[src/rtl/mxint8_quantize_pkg.sv]
// Shared widths, state encoding and exponent helper for the MXINT8 quantizer.
// Optional feature macro used by the datapath: MXINT8_QUANT_RNE_EN.
package mxint8_quantize_pkg;

  localparam int FLOAT32_WIDTH        = 32;
  localparam int DEF_BLOCK_SIZE       = 32;
  localparam int DEF_SCALE_WIDTH      = 8;
  localparam int DEF_ELEMENT_WIDTH    = 8;
  // m (24-bit significand) lands in the 7-bit magnitude when eff_e == S
  localparam int QUANT_SHIFT_BIAS     = 17;
  localparam int ELEM_MAG_MAX         = 127;

  typedef enum logic [1:0] {
    COLLECT = 2'd0,
    QUANT   = 2'd1,
    EMIT    = 2'd2
  } quant_state_t;

  // Subnormals and zero share the exponent of the smallest normal.
  function automatic logic [7:0] eff_exp(input logic [7:0] e);
    return (e == 8'd0) ? 8'd1 : e;
  endfunction

endpackage

[src/rtl/mxint8_quant_elem.sv]
// Combinational quantization of one binary32 element against the shared scale:
// align, optionally round nearest-even, clamp to +/-127, apply sign.
// MXINT8_QUANT_RNE_EN selects rounding; otherwise the element truncates toward zero.
module mxint8_quant_elem
  import mxint8_quantize_pkg::*;
(
  input  logic [FLOAT32_WIDTH-1:0] float32,
  input  logic [7:0]               scale,
  output logic [7:0]               q,
  output logic                     saturated
);

  logic [7:0]  exp_raw;
  logic [7:0]  eff;
  logic [23:0] sig;
  logic [9:0]  shamt;
  logic [23:0] trunc;
  logic        rnd_up;
  logic [8:0]  sum;
  logic [6:0]  mag;
  logic [7:0]  mag8;
`ifdef MXINT8_QUANT_RNE_EN
  logic [23:0] gmask;
  logic        guard;
  logic        sticky;
`endif

  // Align the significand to the block scale, round, clamp and sign.
  always_comb begin
    exp_raw = float32[30:23];
    eff     = eff_exp(exp_raw);
    sig     = {exp_raw != 8'd0, float32[22:0]};
    shamt   = {2'b00, scale} + 10'(QUANT_SHIFT_BIAS) - {2'b00, eff};
    trunc   = (shamt < 10'd25) ? (sig >> shamt[4:0]) : 24'd0;
`ifdef MXINT8_QUANT_RNE_EN
    gmask   = 24'd1 << (shamt[4:0] - 5'd1);
    guard   = (shamt < 10'd25) && ((sig & gmask) != 24'd0);
    sticky  = (sig & (gmask - 24'd1)) != 24'd0;
    rnd_up  = guard && (sticky || trunc[0]);
`else
    rnd_up  = 1'b0;
`endif
    sum       = {1'b0, trunc[7:0]} + {8'd0, rnd_up};
    saturated = (trunc[23:8] != 16'd0) || (sum > 9'(ELEM_MAG_MAX));
    mag       = saturated ? 7'(ELEM_MAG_MAX) : sum[6:0];
    mag8      = {1'b0, mag};
    q         = float32[31] ? (8'd0 - mag8) : mag8;
  end

endmodule

[src/rtl/mxint8_quantize.sv]
// MXINT8 block quantizer: collects BLOCK_SIZE binary32 elements, derives the
// shared E8M0 scale from the largest effective exponent and emits the block.
// MXINT8_QUANT_RNE_EN enables round-to-nearest-even (default: truncate).
//
// state   | meaning
// COLLECT | accepting elements, tracking max exponent and NaN/nonzero flags
// QUANT   | one cycle: register scale, elements and flags
// EMIT    | o_valid high, outputs held until i_ready
module mxint8_quantize
  import mxint8_quantize_pkg::*;
#(
  parameter int BLOCK_SIZE           = DEF_BLOCK_SIZE,
  parameter int SCALE_WIDTH          = DEF_SCALE_WIDTH,
  parameter int MXINT8_ELEMENT_WIDTH = DEF_ELEMENT_WIDTH
) (
  input  logic                                             i_clk,
  input  logic                                             i_rst,
  input  logic                                             i_valid,
  output logic                                             o_ready,
  input  logic [FLOAT32_WIDTH-1:0]                         i_float32,
  output logic                                             o_valid,
  input  logic                                             i_ready,
  output logic [SCALE_WIDTH-1:0]                           o_scale,
  output logic [BLOCK_SIZE-1:0][MXINT8_ELEMENT_WIDTH-1:0]  o_mxint8_elements,
  output logic                                             o_nan,
  output logic                                             o_saturated
);

  localparam int CNT_W = $clog2(BLOCK_SIZE);

  quant_state_t state, state_nxt;
  logic [CNT_W-1:0]         cnt;
  logic [FLOAT32_WIDTH-1:0] buffer [BLOCK_SIZE];
  logic [SCALE_WIDTH-1:0]   max_e;
  logic                     any_nan;
  logic                     any_nz;
  logic                     in_xfer;
  logic                     last_xfer;
  logic [7:0]               in_exp;
  logic [7:0]               in_eff;
  logic                     in_nz;
  logic [BLOCK_SIZE-1:0][MXINT8_ELEMENT_WIDTH-1:0] q_vec;
  logic [BLOCK_SIZE-1:0]    sat_vec;

  assign in_xfer   = i_valid && o_ready;
  assign last_xfer = in_xfer && (cnt == CNT_W'(BLOCK_SIZE - 1));
  assign in_exp    = i_float32[30:23];
  assign in_eff    = eff_exp(in_exp);
  assign in_nz     = i_float32[30:0] != 31'd0;

  // State register.
  always_ff @(posedge i_clk) begin
    if (i_rst) state <= COLLECT;
    else       state <= state_nxt;
  end

  // Next-state decode.
  always_comb begin
    state_nxt = state;
    unique case (state)
      COLLECT: if (last_xfer) state_nxt = QUANT;
      QUANT:   state_nxt = EMIT;
      EMIT:    if (i_ready) state_nxt = COLLECT;
      default: state_nxt = COLLECT;
    endcase
  end

  // Handshake outputs follow the state directly.
  always_comb begin
    o_ready = (state == COLLECT);
    o_valid = (state == EMIT);
  end

  // Element buffer; contents are don't-care until fully rewritten.
  always_ff @(posedge i_clk) begin
    if (in_xfer) buffer[cnt] <= i_float32;
  end

  // Element count, running max exponent and sticky flags; cleared once consumed in QUANT.
  always_ff @(posedge i_clk) begin
    if (i_rst) begin
      cnt     <= '0;
      max_e   <= '0;
      any_nan <= 1'b0;
      any_nz  <= 1'b0;
    end else if (in_xfer) begin
      cnt <= last_xfer ? '0 : cnt + 1'b1;
      if (in_nz && (SCALE_WIDTH'(in_eff) > max_e)) max_e <= SCALE_WIDTH'(in_eff);
      if (in_exp == 8'hFF) any_nan <= 1'b1;
      if (in_nz) any_nz <= 1'b1;
    end else if (state == QUANT) begin
      max_e   <= '0;
      any_nan <= 1'b0;
      any_nz  <= 1'b0;
    end
  end

  for (genvar gi = 0; gi < BLOCK_SIZE; gi++) begin : g_elem
    mxint8_quant_elem u_elem (
      .float32   (buffer[gi]),
      .scale     (max_e),
      .q         (q_vec[gi]),
      .saturated (sat_vec[gi])
    );
  end

  // Result registers load in QUANT and hold through EMIT.
  always_ff @(posedge i_clk) begin
    if (i_rst) begin
      o_scale           <= '0;
      o_mxint8_elements <= '0;
      o_nan             <= 1'b0;
      o_saturated       <= 1'b0;
    end else if (state == QUANT) begin
      if (any_nan) begin
        o_scale           <= '1;
        o_mxint8_elements <= '0;
        o_nan             <= 1'b1;
        o_saturated       <= 1'b0;
      end else if (!any_nz) begin
        o_scale           <= '0;
        o_mxint8_elements <= '0;
        o_nan             <= 1'b0;
        o_saturated       <= 1'b0;
      end else begin
        o_scale           <= max_e;
        o_mxint8_elements <= q_vec;
        o_nan             <= 1'b0;
        o_saturated       <= |sat_vec;
      end
    end
  end

endmodule

[config.mk]
export PLATFORM = sky130hd
export DESIGN_NAME = mxint8_quantize
export DESIGN_NICKNAME = d
export VERILOG_FILES = /design/src/rtl/mxint8_quantize_pkg.sv /design/src/rtl/mxint8_quant_elem.sv /design/src/rtl/mxint8_quantize.sv
export SDC_FILE = /design/constraint.sdc
export NUM_CORES = 2
export LEC_CHECK = 0
export CAP_MARGIN = 20
export CELL_PAD_IN_SITES_DETAIL_PLACEMENT = 1
export CELL_PAD_IN_SITES_GLOBAL_PLACEMENT = 1
export CORE_MARGIN = 3
export CORE_UTILIZATION = 47
export CTS_BUF_LIST = sky130_fd_sc_hd__clkbuf_8
export CTS_CLUSTER_DIAMETER = 60
export DETAILED_ROUTE_END_ITERATION = 6
export GPL_TIMING_DRIVEN = 1
export HOLD_SLACK_MARGIN = 0.15
export PLACE_DENSITY = 0.87
export RECOVER_POWER = 50
export SYNTH_ARGS = -nofsm -noshare
export SYNTH_HDL_FRONTEND = slang
export SYNTH_SLANG_ARGS = --single-unit
[constraint.sdc]
create_clock -name i_clk -period 6.7 [get_ports i_clk]
set_input_delay 1.675 -clock i_clk [delete_from_list [all_inputs] [get_ports i_clk]]
set_output_delay 1.675 -clock i_clk [all_outputs]
set_load 0.05 [all_outputs]
==> impl_metrics.tcl <==
set metrics [dict create \
    grt_usage_pct 36.7 \
    final_cells 12724 \
    total_power_mw 21.7 \
    wl_per_cell_um 31.2 \
    cp.required_ns 6.99 \
    seqCellArea_mm2 0.0364 \
    initial_core_util_pct 47.5 \
    peakVddDrop_v 0.000227 \
    io_buffers 303 \
    clkPwrFrac_pct 36.5 \
    grt_pass1_vias 88660 \
    drt_wl_total_um 398000 \
    tightest_slew_ns 4.81 \
    synthTopCellsByArea "edfxtp_1 32%, mux4_2 12%, dfxtp_1 5.9%" \
    reg2reg_to "o_mxint8_elements[140]" \
    syn_area_per_cell_um2 10.2 \
    synth_edf_count 1024 \
    drcViolationCount 0 \
    first_pass_iters 5 \
    fillCellCount 22271 \
    gp_congestion 0.984 \
    insertion_delay_ns 1.09 \
    layout-drive-gt1-share_pct 15.4 \
    status "finished, violations left" \
    crit_start "i_float32[12]" \
    hold_viol 0 \
    die_area_mm2 0.211 \
    intPower_mw 14.8 \
    yosysSeqAreaShare_pct 37.7 \
    synth.net_count 9792 \
    layout.nets 10113 \
    hp-start "o_mxint8_elements[236]" \
    cts_max_level 4 \
    multi_input_area_mm2 0.0565 \
    min_to "o_mxint8_elements[236]" \
    slew-limit-headroom_pct -220 \
    synth_cell_types 127 \
    critPathCaptureType "flop" \
    cts_max_path_buffers 3 \
    startpoint_type "input pin" \
    setup_slack_ns -0.0109 \
    slew_viol_final 1571 \
    drtIter0Drc 12516 \
    power_density_mw_per_mm2 200 \
    ctsHoldBuffers 0 \
    boundaryPins 304 \
    fmax_mhz 149 \
    syn_to_final_growth_pct 12.2 \
    finClkSkew_ns 0.0603 \
    antenna_found_initial 63 \
    post_cts_buffers 0 \
    p_switching_mw 6.93 \
    ys_ff_latch 1307 \
    comb_power_share_pct 22.9 \
    fin_crit_ns 6.71 \
    swShare_pct 31.9 \
    syn_area_mm2 0.0966 \
    yosys.area.top_type "edfxtp_1" \
    cts_sinks 1307 \
    r2r-start "max_e[0]" \
    die_width_um 459 \
    viasPerCell 6.96 \
    ys.flop_type "edfxtp_1" \
    final_cell_mix "1024 x edfxtp_1, 948 x nand2_1, 741 x nor2_1, 592 x o21ai_0, 518 x mux4_2" \
    pwr-share-seq_pct 40.6 \
    rows 165 \
    hold_depth 2 \
    ant_nets 0 \
    clkTransAtPathRegs_ns 0.06 \
    grt_max_degree 98 \
    die_height_um 459 \
    hold_path.class "flop to flop" \
    final-setup-viol-count 6 \
    final_common_cell "edfxtp_1" \
    grt_pass1_wl_um 583000 \
    ctsResizeCount 0 \
    cts_buffers 225 \
    core_mm2 0.203 \
    r2r_cells 18 \
    synthCells 9454 \
    arrival_ns 7.00 \
    r2r_slack_ns 0.32 \
    post-route-period-util_pct 100 \
    cts-root-buf "clkbuf_8" \
    power_leakage_nw 39.1 \
    cts_tree "done" \
    grt_overflow_total 0 \
    yosysWarnings 0 \
    synth_top_area_share_pct 31.8 \
    cp_max_fo 24 \
    vias 88602 \
    dp_cells 12208 \
    violations "max-capacitance violations, max-slew violations, negative setup slack" \
    critical_path_class "input pin to flop" \
    synthArstFlopShare_pct 0 \
    rsz0062_at_grt "no" \
    maxCapViolations 73 \
    dp_hpwl_um 273000 \
]
## cells in the mapped netlist (43+ instances only)
library cell  number
a2111oi_0         47
a211oi_1         124
a21o_1           100
a21oi_1          479
a22oi_1           85
a31oi_1          121
and2_1            79
and3_1            44
buf_1             78
buf_2            110
clkbuf_1         367
dfxtp_1          283
edfxtp_1        1024
ha_1             270
inv_1            383
mux2_2           183
mux2i_1          450
mux4_2           518
nand2_1          948
nand2b_1         117
nand3_1          194
nor2_1           770
nor2b_1          142
nor3_1           175
nor4_1           126
o211ai_1         100
o21a_1           107
o21ai_0          593
o22ai_1           54
o31a_1            58
o31ai_1           86
or2_2             58
or3_1             43
or4_1             48
xnor2_1          173
xor2_1            96
## per-layer routing
layer	share of wire (%)	track usage [%]	wire [µm]	up-vias
met3	11	9.21	45700	1370
met5	0.024	0	94	-
met2	44	55.3	177000	5714
met4	7.0	24.0	27900	16
li1	-	-	-	37238
met1	37	46.8	147000	44264
## area by class of cell
class	instances	share of cell area, %
Inverter	394	1.36
Clock inverter	178	1.27
Antenna cell	75	0.173
Multi-Input combinational cell	7182	52.2
Sequential cell	1307	33.6
Timing Repair Buffer	665	5.15
Tap cell	2672	3.08
Clock buffer	251	3.19
## state kept, by name (all words and copies together) (netlist names)
signal,count
o_saturated,1
o_scale,8
any_nz,1
cnt,5
any_nan,1
o_nan,1
buffer,1024
o_mxint8_elements,256
max_e,8
state,2
## power by group through the flow
stage / Clock, mW / Sequential (mW) / Combinational (mW)
2_1_floorplan: 0 / 8.96 / 3.28
6_report: 7.93 / 8.83 / 4.97
3_3_place_gp: 0 / 8.98 / 4.62
4_1_cts: 7.98 / 8.81 / 4.84
3_5_place_dp: 0 / 8.98 / 4.80
5_1_grt: 8.35 / 8.82 / 5.28
## through the flow
| step | hold slack (ns) | setup TNS, ns | worst slack, ns | area [µm²] | util (%) |
|---|---|---|---|---|---|
| after CTS | 0.445 | 0 | 0.479 | 108000 | 53.3 |
| after detailed placement | 0.437 | 0 | 0.521 | 103000 | 50.9 |
| after global placement | 0.431 | 0 | 0.678 | 103000 | 50.9 |
| final | 0.443 | -0.0464 | -0.0109 | 108000 | 53.3 |
| after global routing | 0.467 | 0 | 0.221 | 108000 | 53.3 |
| after floorplan | 0.490 | 0 | 0.175 | 96600 | - |
## critical path, stage by stage
cell and delay (ns):
clkbuf_1 1.08, clkbuf_1 1.13, clkdlybuf4s25_1 2.90
## cells by family after synthesis
group	Yosys count	share of synthesized area (%)
compound gates	2501	17.5
xor+xnor	293	2.99
fa+ha+maj	317	4.32
buf+inv	965	4.01
flops	1307	37.7
mux	1165	19.3
simple gates	2906	14.2
## worst max-delay path by stage
| stage | endpoint | slack [ns] | cells after the start |
|---|---|---|---|
| 2_1_floorplan | o_mxint8_elements[92] | 0.18 | 17 |
| 3_3_place_gp | o_saturated | 0.68 | 17 |
| 3_5_place_dp | o_mxint8_elements[182] | 0.52 | 17 |
| 4_1_cts | o_mxint8_elements[182] | 0.48 | 17 |
| 5_1_grt | o_mxint8_elements[158] | 0.22 | 16 |
| 6_report | buffer[18][12] | -0.01 | 3 |
Power figures use the tool's default switching activity.
